[src/rtl/mon_sense_sequencer_if.sv]
// Request/status bundle between the monitor-enable logic and the shared-ADC sense sequencer.
interface mon_sense_sequencer_if #(
  parameter int N_CH  = 4,
  parameter int TMO_W = 16,
  parameter int PER_W = 16
);
  localparam int CW = (N_CH > 1) ? $clog2(N_CH) : 1;

  logic [N_CH-1:0]  EN_sync;
  logic             MODE_PER;
  logic [PER_W-1:0] PERIOD;
  logic [TMO_W-1:0] TIMEOUT;
  logic             DONE;
  logic             mon_run;
  logic [CW-1:0]    ch_sel;
  logic             conv_valid;
  logic             timeout_err;
  logic [CW-1:0]    conv_ch;
  logic             busy;

  modport master (
    output EN_sync, MODE_PER, PERIOD, TIMEOUT, DONE,
    input  mon_run, ch_sel, conv_valid, timeout_err, conv_ch, busy
  );

  modport slave (
    input  EN_sync, MODE_PER, PERIOD, TIMEOUT, DONE,
    output mon_run, ch_sel, conv_valid, timeout_err, conv_ch, busy
  );
endinterface

[src/rtl/mon_sense_sequencer.sv]
// Round-robin arbiter that time-shares one ADC between N_CH monitor channels,
// running each conversion until synchronised DONE, timeout or enable drop.
module mon_sense_sequencer #(
  parameter int N_CH    = 4,
  parameter int TMO_W   = 16,
  parameter int PER_W   = 16,
  parameter int GAP_CYC = 2
) (
  input  logic                  HF_CLK,
  input  logic                  RST_sync,
  mon_sense_sequencer_if.slave  bus
);
  localparam int CW = (N_CH > 1) ? $clog2(N_CH) : 1;
  localparam int GW = (GAP_CYC > 1) ? $clog2(GAP_CYC) : 1;

  typedef enum logic [1:0] {IDLE, RUN, GAP} state_e;

  state_e           state_q, state_d;
  logic [1:0]       sync_q;
  logic             done_s;
  logic [N_CH-1:0]  en_prev_q;
  logic [N_CH-1:0]  pending_q, pending_d, clr_mask;
  logic [PER_W-1:0] per_cnt_q, per_cnt_d;
  logic             per_wrap;
  logic [TMO_W-1:0] tmo_cnt_q, tmo_cnt_d;
  logic [GW-1:0]    gap_cnt_q, gap_cnt_d;
  logic             armed_q, armed_d;
  logic [CW-1:0]    ch_sel_q, ch_sel_d;
  logic [CW-1:0]    last_q, last_d;
  logic [CW-1:0]    conv_ch_q, conv_ch_d;
  logic [CW-1:0]    winner;
  logic             mon_run_q, mon_run_d;
  logic             conv_valid_q, conv_valid_d;
  logic             timeout_err_q, timeout_err_d;
  logic             any_pend, gap_last, launch;
  logic             run_done, run_abort, run_tmo;

  assign done_s    = sync_q[1];
  assign any_pend  = |pending_q;
  assign gap_last  = (gap_cnt_q == GW'(GAP_CYC - 1));
  assign launch    = any_pend && ((state_q == IDLE) || ((state_q == GAP) && gap_last));
  assign run_done  = armed_q && done_s;
  assign run_abort = !bus.EN_sync[ch_sel_q];
  assign run_tmo   = (bus.TIMEOUT != '0) && (tmo_cnt_q == bus.TIMEOUT - TMO_W'(1));

  always_comb begin
    per_cnt_d = '0;
    per_wrap  = 1'b0;
    if (bus.MODE_PER && (bus.PERIOD != '0)) begin
      if (per_cnt_q >= bus.PERIOD - PER_W'(1)) per_wrap  = 1'b1;
      else                                     per_cnt_d = per_cnt_q + PER_W'(1);
    end
  end

  // New requests are applied after the completion clear so a same-cycle set survives.
  always_comb begin
    pending_d = (pending_q & ~clr_mask) | (bus.EN_sync & ~en_prev_q);
    if (per_wrap) pending_d = pending_d | bus.EN_sync;
    pending_d = pending_d & bus.EN_sync;
  end

  // Lowest pending index overall, overridden by the lowest one strictly above last_q.
  always_comb begin
    winner = '0;
    for (int i = N_CH - 1; i >= 0; i--)
      if (pending_q[i]) winner = CW'(i);
    for (int i = N_CH - 1; i >= 0; i--)
      if (pending_q[i] && (CW'(i) > last_q)) winner = CW'(i);
  end

  always_ff @(posedge HF_CLK or posedge RST_sync) begin
    if (RST_sync) begin
      sync_q    <= '0;
      en_prev_q <= '0;
      pending_q <= '0;
      per_cnt_q <= '0;
    end else begin
      sync_q    <= {sync_q[0], bus.DONE};
      en_prev_q <= bus.EN_sync;
      pending_q <= pending_d;
      per_cnt_q <= per_cnt_d;
    end
  end

  always_ff @(posedge HF_CLK or posedge RST_sync) begin
    if (RST_sync) begin
      state_q       <= IDLE;
      tmo_cnt_q     <= '0;
      gap_cnt_q     <= '0;
      armed_q       <= 1'b0;
      ch_sel_q      <= '0;
      last_q        <= CW'(N_CH - 1);
      conv_ch_q     <= '0;
      mon_run_q     <= 1'b0;
      conv_valid_q  <= 1'b0;
      timeout_err_q <= 1'b0;
    end else begin
      state_q       <= state_d;
      tmo_cnt_q     <= tmo_cnt_d;
      gap_cnt_q     <= gap_cnt_d;
      armed_q       <= armed_d;
      ch_sel_q      <= ch_sel_d;
      last_q        <= last_d;
      conv_ch_q     <= conv_ch_d;
      mon_run_q     <= mon_run_d;
      conv_valid_q  <= conv_valid_d;
      timeout_err_q <= timeout_err_d;
    end
  end

  // GAP can launch straight into RUN so mon_run stays low for exactly GAP_CYC cycles.
  always_comb begin
    state_d = state_q;
    case (state_q)
      IDLE:    if (launch) state_d = RUN;
      RUN:     if (run_done || run_abort || run_tmo) state_d = GAP;
      GAP:     if (gap_last) state_d = launch ? RUN : IDLE;
      default: state_d = IDLE;
    endcase
  end

  always_comb begin
    ch_sel_d      = ch_sel_q;
    last_d        = last_q;
    conv_ch_d     = conv_ch_q;
    conv_valid_d  = 1'b0;
    timeout_err_d = 1'b0;
    clr_mask      = '0;
    tmo_cnt_d     = tmo_cnt_q;
    armed_d       = armed_q;
    gap_cnt_d     = '0;
    mon_run_d     = (state_d == RUN);
    case (state_q)
      RUN: begin
        armed_d = armed_q | ~done_s;
        if (tmo_cnt_q != '1) tmo_cnt_d = tmo_cnt_q + TMO_W'(1);
        if (run_done) begin
          conv_valid_d       = 1'b1;
          conv_ch_d          = ch_sel_q;
          clr_mask[ch_sel_q] = 1'b1;
        end else if (run_abort) begin
          clr_mask[ch_sel_q] = 1'b1;
        end else if (run_tmo) begin
          timeout_err_d      = 1'b1;
          conv_ch_d          = ch_sel_q;
          clr_mask[ch_sel_q] = 1'b1;
        end
      end
      GAP:     gap_cnt_d = gap_cnt_q + GW'(1);
      default: ;
    endcase
    if (launch) begin
      ch_sel_d  = winner;
      last_d    = winner;
      tmo_cnt_d = '0;
      armed_d   = 1'b0;
    end
  end

  assign bus.mon_run     = mon_run_q;
  assign bus.ch_sel      = ch_sel_q;
  assign bus.conv_valid  = conv_valid_q;
  assign bus.timeout_err = timeout_err_q;
  assign bus.conv_ch     = conv_ch_q;
  assign bus.busy        = (state_q != IDLE) || any_pend;
endmodule
[src/flat_wrapper.sv]
// flat-port wrapper written by rule: the top's interface ports become plain ports
module mon_sense_sequencer_flat 
#(
  parameter int N_CH    = 4,
  parameter int TMO_W   = 16,
  parameter int PER_W   = 16,
  parameter int GAP_CYC = 2
)
  (HF_CLK, RST_sync, bus_EN_sync, bus_MODE_PER, bus_PERIOD, bus_TIMEOUT, bus_DONE, bus_mon_run, bus_ch_sel, bus_conv_valid, bus_timeout_err, bus_conv_ch, bus_busy);
  mon_sense_sequencer_if #(.N_CH(N_CH), .TMO_W(TMO_W), .PER_W(PER_W)) bus_i ();
  input  logic HF_CLK;
  input  logic RST_sync;
  input wire logic [$bits(bus_i.EN_sync)-1:0] bus_EN_sync;
  input wire logic [$bits(bus_i.MODE_PER)-1:0] bus_MODE_PER;
  input wire logic [$bits(bus_i.PERIOD)-1:0] bus_PERIOD;
  input wire logic [$bits(bus_i.TIMEOUT)-1:0] bus_TIMEOUT;
  input wire logic [$bits(bus_i.DONE)-1:0] bus_DONE;
  output wire logic [$bits(bus_i.mon_run)-1:0] bus_mon_run;
  output wire logic [$bits(bus_i.ch_sel)-1:0] bus_ch_sel;
  output wire logic [$bits(bus_i.conv_valid)-1:0] bus_conv_valid;
  output wire logic [$bits(bus_i.timeout_err)-1:0] bus_timeout_err;
  output wire logic [$bits(bus_i.conv_ch)-1:0] bus_conv_ch;
  output wire logic [$bits(bus_i.busy)-1:0] bus_busy;
  assign bus_i.EN_sync = bus_EN_sync;
  assign bus_i.MODE_PER = bus_MODE_PER;
  assign bus_i.PERIOD = bus_PERIOD;
  assign bus_i.TIMEOUT = bus_TIMEOUT;
  assign bus_i.DONE = bus_DONE;
  assign bus_mon_run = bus_i.mon_run;
  assign bus_ch_sel = bus_i.ch_sel;
  assign bus_conv_valid = bus_i.conv_valid;
  assign bus_timeout_err = bus_i.timeout_err;
  assign bus_conv_ch = bus_i.conv_ch;
  assign bus_busy = bus_i.busy;
  mon_sense_sequencer #(.N_CH(N_CH), .TMO_W(TMO_W), .PER_W(PER_W), .GAP_CYC(GAP_CYC)) u_core (.HF_CLK(HF_CLK), .RST_sync(RST_sync), .bus(bus_i));
endmodule
[config.mk]
export PLATFORM = sky130hd
export DESIGN_NAME = mon_sense_sequencer_flat
export DESIGN_NICKNAME = d
export VERILOG_FILES = /design/src/rtl/mon_sense_sequencer_if.sv /design/src/rtl/mon_sense_sequencer.sv /design/src/flat_wrapper.sv
export SDC_FILE = /design/constraint.sdc
export NUM_CORES = 1
export LEC_CHECK = 0
export CORE_MARGIN = 4
export CORE_UTILIZATION = 35
export DETAILED_ROUTE_END_ITERATION = 8
export GPL_ROUTABILITY_DRIVEN = 0
export PLACE_DENSITY_LB_ADDON = 0.2
export SETUP_SLACK_MARGIN = 0.2
export SLEW_MARGIN = 25
export SYNTH_ARGS = -nofsm -noshare
export SYNTH_HDL_FRONTEND = slang
export SYNTH_SLANG_ARGS = --single-unit
[constraint.sdc]
create_clock -name HF_CLK -period 2.5 [get_ports HF_CLK]
set_input_delay 0.75 -clock HF_CLK [delete_from_list [all_inputs] [get_ports HF_CLK]]
set_output_delay 0.75 -clock HF_CLK [all_outputs]
set_load 0.03 [all_outputs]
==> run summary <==
Worst Reg-to-Reg Cells: 7
Hold Slack: 0.356 ns
Crit. path cell count: 13
Setup Skew: 0.00743 ns
Overflow after GRT: 0
Pwr Total: 2700 uW
Antenna Nets Post-Route: 0
CTS max path bufs: 2
Max Freq: 314 MHz
Yosys Warn Count: 0
RSZ-0062 raised after global routing: yes
Reg clk slew, reported paths: 0.09 ns
Final setup viols: 26
drt total wl: 9520 um
CTS Buf Count: 5
H-tree depth: 2
dominant synthesized flop cell: dfrtp_1
share of layout cells above drive strength 1: 0.290
Die H: 112 um
Synth area leaders: dfrtp_1 35%, ha_1 7.0%, xor2_1 6.7%
clock latency on the worst-skew pair: 0.30 ns
max_cap viols: 0
PortBufs: 47
initial antenna violation count: 0
layout net count: 601
Seq pwr share: 0.421
Die Width: 112 um
Slew Limit Fails: 0
reg2reg end: u_core.bus.conv_ch[1]$_DFFE_PP0P_
Switching Share: 0.358
internal power: 1730 uW
placement-stage worst setup slack: -1.43 ns
Pre-antenna DRT Iters: 4
Cell variety after synth: 61
I/O pin count: 48
drt drc: 0
cell accounting for the most synthesized area: dfrtp_1
vias in the first global route: 3443
worst r2r src: u_core.tmo_cnt_q[3]$_DFFE_PP0P_
largest net degree at the start of global routing: 24
Final Critical Period: 3.18 ns
most common cell after layout, fill and taps aside: buf_4
first-pass GRT wire length: 16100 um
# fillers: 968
VDD IR max: 0.698 mV
die area: 12500 sq um
Vias/cell: 5.09
clock power share: 0.174
Worst slew margin: 0.435
Synth async-reset ratio: 1.00
crit end category: register
Pleak: 0.00237 uW
Rows: 37
Post-Syn Area: 3770 sq um
final hold vios: 0
Area growth syn-to-layout: 42.9%
measured slew at the worst slew-check pin: 0.847 ns
max incr delay on CP: 0.54 ns
slowest CP cell: or4_4
combinational power share: 0.405
EDFF count, synth: 0
final cycle utilization of the critical path: 1.27
TritonCTS clock tree: yes
data arrival time of the critical path: 3.39 ns
area share of the largest cell type after synthesis: 0.351
failing checks: setup timing
Worst Path Max Fanout: 5
crit path cell chain: buf_6, or4_4, nor3_4, buf_4, nand3_4, buf_4, xor2_1, ha_1, nand4_1, nor3_4, a31o_4, a211oi_2, a211oi_1
kind of cell adding the most delay to the critical path: simple AND/OR/NAND/NOR gates
Mean Syn Cell Area: 9.03 sq um
Initial DRC Count: 88
syn_nets: 479
Overall Global Routing Usage: 0.152
n_diodes: 0
DP Wirelength: 7190 um
routed vias: 3445
Root Driver: clkbuf_8
clock tree sinks: 55
crit path buf inv count: 3
Hold EP: u_core.sync_q[1]$_DFF_PP0_
Worst Path Required: 2.71 ns
reg2reg setup slack: 0.12 ns
post-synthesis sequential area ratio: 0.365
hold path start: u_core.sync_q[0]$_DFF_PP0_
Crit Path Class: primary input to register
DR WL/cell: 14.1 um
WHS Path Cells: 0
Syn Inst Count: 418
setup slack after layout: -0.682 ns
PwrDens: 501 nW/um^2
P_sw: 967 uW
Yosys reg bits: 55
starting density of the core: 0.362
most frequent cells in the layout: 78 x buf_4, 53 x dfrtp_1, 46 x nor2_1, 29 x xor2_1, 27 x xnor2_1
core area: 10400 sq um
HP Class: register to register
status: finished, violations left
startpoint types: primary input
==> through the flow <==
step / instances / util / instance area, sq um / TNS (ns)
after floorplan: 418 / - / 3850 / -19.24
after global placement: 663 / 0.478 / 4980 / -33.91
after detailed placement: 663 / 0.478 / 4980 / -35.03
after CTS: 675 / 0.503 / 5240 / -13.66
after global routing: 677 / 0.518 / 5390 / -17.91
final: 677 / 0.518 / 5390 / -14.56
==> final cells by class <==
cell class / count / area, sq um / area share
inverter: 18 / 85.1 / 0.0158
tap: 136 / 170 / 0.0315
sequential: 55 / 1380 / 0.256
clock buffer: 7 / 76.3 / 0.0141
clock inverter: 1 / 5.00 / 0.000928
multi-input combinational: 334 / 2620 / 0.486
timing repair buffer: 126 / 1060 / 0.196
==> power groups by stage <==
| stage | combinational, uW | sequential (uW) | clock [uW] |
|---|---|---|---|
| floorplan | 537 | 1210 | 0 |
| global placement | 1020 | 1150 | 0 |
| detailed placement | 1040 | 1150 | 0 |
| CTS | 1090 | 1140 | 489 |
| global route | 1210 | 1160 | 526 |
| finish | 1090 | 1140 | 471 |
==> worst max-delay path by stage <==
| stage | from | endpoint |
|---|---|---|
| finish | bus_PERIOD[2] | u_core.pending_q[1]$_DFF_PP0_ |
| global route | bus_PERIOD[5] | u_core.pending_q[2]$_DFF_PP0_ |
| CTS | bus_PERIOD[2] | u_core.per_cnt_q[0]$_DFF_PP0_ |
| detailed placement | bus_PERIOD[3] | u_core.per_cnt_q[0]$_DFF_PP0_ |
| global placement | bus_PERIOD[2] | u_core.per_cnt_q[0]$_DFF_PP0_ |
| floorplan | bus_PERIOD[2] | u_core.per_cnt_q[0]$_DFF_PP0_ |
==> flip-flops by register name, indices dropped and copies added (netlist names) <==
signal / flops
u_core.per_cnt_q: 16
u_core.bus.ch_sel: 2
u_core.bus.mon_run: 1
u_core.sync_q: 2
u_core.en_prev_q: 4
u_core.bus.conv_valid: 1
u_core.state_q: 2
u_core.last_q: 2
u_core.gap_cnt_q: 1
u_core.armed_q: 1
u_core.tmo_cnt_q: 16
u_core.bus.timeout_err: 1
u_core.bus.conv_ch: 2
u_core.pending_q: 4
==> logic make-up after synthesis <==
| logic type | count (synthesis) | share of synthesized area |
|---|---|---|
| flops | 55 | 0.365 |
| compound gates | 69 | 0.131 |
| buf+inv | 31 | 0.0348 |
| mux | 7 | 0.0229 |
| simple gates | 179 | 0.247 |
| xor+xnor | 56 | 0.130 |
| fa+ha+maj | 21 | 0.0696 |
==> synthesized netlist by cell type, types with 5 or more instances <==
library cell and n:
nand4_1 10, or4_1 5, a21oi_1 15, a21o_1 6, clkbuf_1 8, nor3_1 12, xor2_1 29, nor4_1 11
and3_1 8, inv_1 18, nand3_1 20, or3_1 5, nor2_1 55, nand2_1 25, ha_1 21, o21ai_0 10
dfrtp_1 53, a211oi_1 7, nand2b_1 10, xnor2_1 27
==> what timing repair did <==
| item | CTS | global route |
|---|---|---|
| pin swaps | 21 | 6 |
| hold buffers | 0 | 0 |
| buffers inserted | 2 | 2 |
| setup endpoints to repair | 28 | 28 |
| gates cloned | 2 | 0 |
| resized for setup | 86 | 32 |
==> routing by layer <==
| layer | wire (um) | GRT usage | vias to the layer above |
|---|---|---|---|
| li1 | - | - | 1748 |
| met1 | 4490 | 0.203 | 1636 |
| met2 | 4620 | 0.257 | 52 |
| met3 | 306 | 0.0255 | 9 |
| met4 | 102 | 0.0341 | 0 |
| met5 | 0 | 0 | - |
Note: power is estimated with default switching activity, not from simulation.
==> RTL change 1 (same settings) <==
`TMO_W` is set to 16 in 3 places; all go to 24.
--- a/src/rtl/mon_sense_sequencer_if.sv
+++ b/src/rtl/mon_sense_sequencer_if.sv
@@ -1,7 +1,7 @@
 // Request/status bundle between the monitor-enable logic and the shared-ADC sense sequencer.
 interface mon_sense_sequencer_if #(
   parameter int N_CH  = 4,
-  parameter int TMO_W = 16,
+  parameter int TMO_W = 24,
   parameter int PER_W = 16
 );
   localparam int CW = (N_CH > 1) ? $clog2(N_CH) : 1;
--- a/src/rtl/mon_sense_sequencer.sv
+++ b/src/rtl/mon_sense_sequencer.sv
@@ -2,7 +2,7 @@
 // running each conversion until synchronised DONE, timeout or enable drop.
 module mon_sense_sequencer #(
   parameter int N_CH    = 4,
-  parameter int TMO_W   = 16,
+  parameter int TMO_W   = 24,
   parameter int PER_W   = 16,
   parameter int GAP_CYC = 2
 ) (
--- a/src/flat_wrapper.sv
+++ b/src/flat_wrapper.sv
@@ -2,7 +2,7 @@
 module mon_sense_sequencer_flat 
 #(
   parameter int N_CH    = 4,
-  parameter int TMO_W   = 16,
+  parameter int TMO_W   = 24,
   parameter int PER_W   = 16,
   parameter int GAP_CYC = 2
 )
Interface: changed (resized bus_TIMEOUT); port bits go from 48 to 56. No check against the original RTL was run, so the function may have changed too.
==> RTL change 1 against the original RTL <==
The flow still finishes with violations (setup timing). Combinational power increased by 6%. Setup slack improved by 0.012 ns. Worst hold slack got worse by 0.011 ns. Design area increased by 21%. Sequential cell count increased by 8. Area after synthesis increased by 17%. Power increased by 35%. Count of clock-buffer cells in the layout increased by 2. Wire length increased by 23%. Critical endpoint is now u_core.per_cnt_q[2]. Largest cell class unchanged. Largest power group unchanged. Highest routed layer unchanged.
==> RTL change 1: results (changes against the original RTL) <==
| Metric | Value |
|---|---|
| Status | finished, violations left (unchanged) |
| Failing checks | setup timing (unchanged) |
| Most frequent cell after synthesis | dfrtp_1 (was nor2_1) |
| Internal reg-to-reg setup slack | 0.11 ns |
| Switching part of the total | 0.326 (was 0.358) |
| Buffers on Ports | 55 (was 47) |
| R2r endpoint | u_core.bus.conv_ch[0] (was u_core.bus.conv_ch[1]) |
| Yosys Warn Count | 0 (unchanged) |
| Ranking of synthesized cells by area | dfrtp_1 (35%), xnor2_1 (8.5%), xor2_1 (6.6%), ha_1 (6.0%), nor2_1 (4.6%) (was dfrtp_1 (35%), ha_1 (7.0%), xor2_1 (6.7%), xnor2_1 (6.3%), nor2_1 (5.5%)) |
| Leak pwr | 0.00283 uW (was 0.00237 uW) |
| Setup crit start | bus_PERIOD[5] (was bus_PERIOD[2]) |
| Number of global-route vias before repair | 4220 (was 3443) |
| Top Registers | u_core.tmo_cnt_q: 24 flops, u_core.per_cnt_q: 16 flops (was u_core.per_cnt_q: 16 flops, u_core.tmo_cnt_q: 16 flops) |
| Final worst slack | -0.670 ns (was -0.682 ns) |
| Worst-margin pin slew | 0.559 ns (was 0.847 ns) |
| Worst-skew pair later-pin latency | 0.33 ns (was 0.30 ns) |
| Reg2Reg Depth | 10 (was 7) |
| Pre-CTS setup slack | -1.49 ns (was -1.43 ns) |
| Tot GR Track Use | 0.161 (was 0.152) |
| WHS | 0.345 ns (was 0.356 ns) |
| Starting DRT DRC Count | 245 (was 88) |
| CTS Root Cell | clkbuf_16 (was clkbuf_8) |
| Power Combinational | 1150 uW (was 1090 uW) |
| Nets | 722 (was 601) |
| Seq/Total Area, Yosys | 0.358 (was 0.365) |
| Worst-path clk slew | 0.06 ns (was 0.09 ns) |
| Critical Path AT | 3.43 ns (was 3.39 ns) |
| TritonCTS Buffers | 9 (was 5) |
| Share of post-route cells with drive strength above 1 | 0.305 (was 0.290) |
| H-tree levels | 3 (was 2) |
| HPWL Detailed | 8490 um (was 7190 um) |
| Final setup fails | 26 (unchanged) |
| First-pass GRT wire length | 19300 um (was 16100 um) |
| Clk pwr | 1200 uW (was 471 uW) |
| Cell variety after synth | 55 (was 61) |
| Hold Startpoint | u_core.sync_q[0] (unchanged) |
| Clk_skew | 0.00972 ns (was 0.00743 ns) |
| Vias/cell | 5.09 (about the same) |
| Synth Net Count | 563 (was 479) |
| Leading cell types by count after synthesis | dfrtp_1 (61), nor2_1 (54), xnor2_1 (43) (was nor2_1 (55), dfrtp_1 (53), xor2_1 (29)) |
| Initial antenna violation count | 0 (unchanged) |
| Largest net degree at the start of global routing | 64 (was 24) |
| Routed wire length per instance | 14.2 um (was 14.1 um) |
| Crit path max fanout | 8 (was 5) |
| Top FF cell, synth | dfrtp_1 (unchanged) |
| Worst ir drop on vdd | 296 uV (was 698 uV) |
-- RTL change 1: cell types whose count changed after synthesis, moves of 5 or more --
cell / delta
xnor2_1: +16
o21ai_0: +10
nand2_1: +12
and4_1: +7
dfrtp_1: +8
nor4_1: +5
nor3_1: +6
-- RTL change 1: how the worst max path moves through the flow --
stage / to / depth (start not counted)
after floorplan: u_core.per_cnt_q[0] / 15
after global placement: u_core.per_cnt_q[15] / 14
after detailed placement: u_core.per_cnt_q[12] / 14
after CTS: u_core.bus.conv_ch[0] / 12
after global routing: u_core.per_cnt_q[10] / 15
final: u_core.per_cnt_q[2] / 15
-- RTL change 1: layer usage --
layer | wire (um) | global-route usage | vias to the layer above
met5 | 0 | 0 | -
met4 | 381 | 0.0680 | 0
met3 | 455 | 0.0304 | 31
met2 | 5600 | 0.270 | 94
met1 | 5310 | 0.204 | 1974
li1 | - | - | 2105
-- RTL change 1: through the flow --
| stage | total power [uW] | setup TNS (ns) | cell area (um^2) | instances |
|---|---|---|---|---|
| 2_1_floorplan | 1910 | -20.33 | 4490 | 494 |
| 3_3_place_gp | 2390 | -34.92 | 5860 | 794 |
| 3_5_place_dp | 2410 | -36.43 | 5860 | 794 |
| 4_1_cts | 3650 | -15.50 | 6340 | 819 |
| 5_1_grt | 3840 | -19.73 | 6550 | 826 |
| 6_report | 3650 | -15.58 | 6550 | 826 |
-- RTL change 1: worst max-delay path, cell delays in order --
cell       delay [ns]
buf_6            0.09
or4_4            0.54
nor2_4           0.12
nand2_2          0.08
buf_4            0.15
nor2_4           0.08
xnor2_1          0.13
ha_1             0.26
and4_1           0.19
o2111ai_1        0.07
o21ai_1          0.12
o31ai_2          0.28
nand2_1          0.15
or2_4            0.31
nor2_1           0.11
-- RTL change 1: layout make-up --
| type | instances | area [um^2] |
|---|---|---|
| Fill cell | 1118 | 5610 |
| Multi-Input combinational cell | 406 | 3070 |
| Sequential cell | 63 | 1580 |
| Timing Repair Buffer | 157 | 1340 |
| Clock buffer | 9 | 225 |
| Tap cell | 168 | 210 |
| Clock inverter | 7 | 63.8 |
| Inverter | 16 | 63.8 |
-- RTL change 1: logic make-up (layout without fill, tap and decap cells) --
| logic type | after synthesis | after routing | share of synthesized area |
|---|---|---|---|
| flops | 63 | 63 | 0.358 |
| fa+ha+maj | 21 | 21 | 0.0596 |
| compound gates | 78 | 78 | 0.114 |
| xor+xnor | 76 | 76 | 0.151 |
| buf+inv | 26 | 189 | 0.0241 |
| mux | 6 | 6 | 0.0170 |
| simple gates | 224 | 225 | 0.277 |
-- RTL change 1: what timing repair did --
| action | in CTS | in global routing |
|---|---|---|
| setup buffers | 8 | 7 |
| setup endpoints to repair | 28 | 43 |
| resized for setup | 80 | 57 |
| cloned | 1 | 0 |
| pin swaps | 29 | 29 |
==> RTL change 2 (same flow settings) <==
Without the edit above. Make the reset (`RST_sync`) synchronous in 2 clocked blocks.
--- a/src/rtl/mon_sense_sequencer.sv
+++ b/src/rtl/mon_sense_sequencer.sv
@@ -68,7 +68,7 @@
       if (pending_q[i] && (CW'(i) > last_q)) winner = CW'(i);
   end
 
-  always_ff @(posedge HF_CLK or posedge RST_sync) begin
+  always_ff @(posedge HF_CLK) begin
     if (RST_sync) begin
       sync_q    <= '0;
       en_prev_q <= '0;
@@ -82,7 +82,7 @@
     end
   end
 
-  always_ff @(posedge HF_CLK or posedge RST_sync) begin
+  always_ff @(posedge HF_CLK) begin
     if (RST_sync) begin
       state_q       <= IDLE;
       tmo_cnt_q     <= '0;
Behaviour: differs if RST_sync is asserted again (counterexample within 4 cycles, from zero or initial values and one cycle with RST_sync high); with RST_sync held inactive, the same outputs for 10 cycles.
==> RTL change 2 against the original RTL <==
The flow still finishes with violations (setup timing). Area after synthesis down 5.5%. Count of clock-buffer cells in the layout shrank 1. Utilization rose by 0.18 points. Highest routed layer unchanged. Sequential cell count is the same. Setup slack improved by 0.30 ns. Register-to-register slack improved by 0.23 ns. Non-clock buffer count decreased by 19. Wire length fell by 6.0%. Design area shrank 5.0%.
Power is not compared: it rests on default switching activity, and its combinational part moved more than twofold at a synthesized area within 25%.
==> RTL change 2: results (changes against the original RTL) <==
| Metric | Value |
|---|---|
| First-pass GRT wire length | 15200 um (was 16100 um) |
| Multiplexer area fraction after synthesis | 0.00912 (was 0.0229) |
| Routing usage on met2 | 0.264 (was 0.257) |
| Final setup fails | 25 (was 26) |
| Pre-CTS setup slack | -1.20 ns (was -1.43 ns) |
| Ys async rst share | 0 (was 1.00) |
| Top Registers | u_core.per_cnt_q: 16 flops, u_core.tmo_cnt_q: 16 flops (unchanged) |
| Worst-margin pin slew | 0.437 ns (was 0.847 ns) |
| Critical-path top delay cell | o211a_4 (was or4_4) |
| Synth Area in Compound Gates | 0.150 (was 0.131) |
| DR vias | 3445 (unchanged) |
| Critical Path AT | 3.09 ns (was 3.39 ns) |
| Worst ir drop on vdd | 239 uV |
| Crit path max fanout | 8 (was 5) |
| HPWL Detailed | 6770 um (was 7190 um) |
| Worst-skew pair later-pin latency | 0.31 ns |
| H-tree levels | 2 (unchanged) |
| Top FF cell, synth | dfxtp_1 (was dfrtp_1) |
| TritonCTS Buffers | 5 (unchanged) |
| Grt met3 use | 0.0225 (was 0.0255) |
| Grt met1 use | 0.209 (was 0.203) |
| Leak pwr | 0.00201 uW |
| Status | finished, violations left (unchanged) |
| Ranking of synthesized cells by area | dfxtp_1 (31%), xor2_1 (7.9%), xnor2_1 (7.1%), ha_1 (7.0%), nor2_1 (6.1%) (was dfrtp_1 (35%), ha_1 (7.0%), xor2_1 (6.7%), xnor2_1 (6.3%), nor2_1 (5.5%)) |
| Worst-path clk slew | 0.10 ns |
| Clk_skew | 0.0137 ns (was 0.00743 ns) |
| Final worst slack | -0.386 ns (was -0.682 ns) |
| Largest net degree at the start of global routing | 22 (was 24) |
| Leading cell types by count after synthesis | nor2_1 (58), dfxtp_1 (55), xor2_1 (32) (was nor2_1 (55), dfrtp_1 (53), xor2_1 (29)) |
| Synth Net Count | 486 (was 479) |
| CP peak stage delay | 0.28 ns (was 0.54 ns) |
| Number of routed nets with antenna violations | 0 (unchanged) |
| Tot GR Track Use | 0.156 (was 0.152) |
| Routed WL | 8950 um (was 9520 um) |
| Nets | 591 (was 601) |
| Area share of xor/xnor cells in the synthesized design | 0.150 (was 0.130) |
| Adder-cell share of the synthesized area | 0.0701 (was 0.0696) |
| Fin. Hold Viols | 0 (unchanged) |
| First-pass detailed-route iteration total | 4 (unchanged) |
| CTS Root Cell | clkbuf_8 (unchanged) |
| Seq/Total Area, Yosys | 0.309 (was 0.365) |
| Starting DRT DRC Count | 128 (was 88) |
| Share of post-route cells with drive strength above 1 | 0.265 (was 0.290) |
| Failing checks | setup timing (unchanged) |
| Cell variety after synth | 62 (was 61) |
## RTL change 2: changes by cell type after synthesis, sizes merged, moves of 4 or more
cell,change
o21a,-4
nor4,-5
nand4,-7
a31o,-4
dfrtp,-53
nand3b,+4
dfxtp,+55
a211o,+4
nand3,+4
o31ai,+4
a211oi,-4
nor2b,+5
## RTL change 2: what timing repair did
action                                  4_1_cts  5_1_grt
endpoints found under the setup margin       29       32
buffers inserted                              5        5
pin swaps                                    44       25
gates resized for setup                     118       21
## RTL change 2: area by class of cell
cell class                 count  area, um^2
sequential                    55        1100
inverter                      15        73.8
fill                         934        4740
multi-input combinational    347        2720
tap                          133         166
timing repair buffer         107         941
clock buffer                   6        82.6
clock inverter                 2        38.8
## RTL change 2: final timing paths
path | to | cells after the start | start | slack (ns)
worst min register to register | u_core.sync_q[1] | 1 | u_core.sync_q[0] | 0.46
worst max-delay path | u_core.pending_q[1] | 14 | bus_PERIOD[4] | -0.39
worst min-delay path | u_core.sync_q[1] | 1 | u_core.sync_q[0] | 0.46
worst max register to register | u_core.pending_q[3] | 9 | u_core.per_cnt_q[0] | 0.35
## RTL change 2: through the flow
stage                      util  setup TNS [ns]  instances  cell area (um^2)
after floorplan               -           -9.20        426              3690
after global placement    0.473          -25.64        647              4660
after detailed placement  0.473          -27.14        647              4660
after CTS                 0.509           -6.90        660              5020
after global routing      0.520          -10.42        665              5130
final                     0.520           -6.26        665              5130
## RTL change 2: metal layers
layer  vias to the layer above  routed length [um]
met2                        46                4320
met4                         0                  79
met3                         8                 291
met5                         -                   0
li1                       1752                   -
met1                      1639                4260
## RTL change 2: critical path, delay by kind of cell
kind,cells,cell delay (ns)
AND/OR/NAND/NOR,5,0.85
XOR/XNOR,1,0.14
AO/OA/AOI/OAI,6,0.96
adder cells (fa/ha/maj),1,0.26
buffers and inverters,1,0.10
## RTL change 2: cells by family (layout without fill, tap and decap cells)
family          count (synthesis)  after routing
buf+inv                        24            130
simple gates                  193            193
flops                          55             55
fa+ha+maj                      20             20
mux                             2              2
compound gates                 71             71
xor+xnor                       61             61
## RTL change 2: where the power goes
part | total [uW] | internal (uW) | switching [uW]
logic | 493 | 244 | 249
registers | 948 | 909 | 38.9
clock network | 625 | 330 | 295
total | 2070 | 1480 | 583
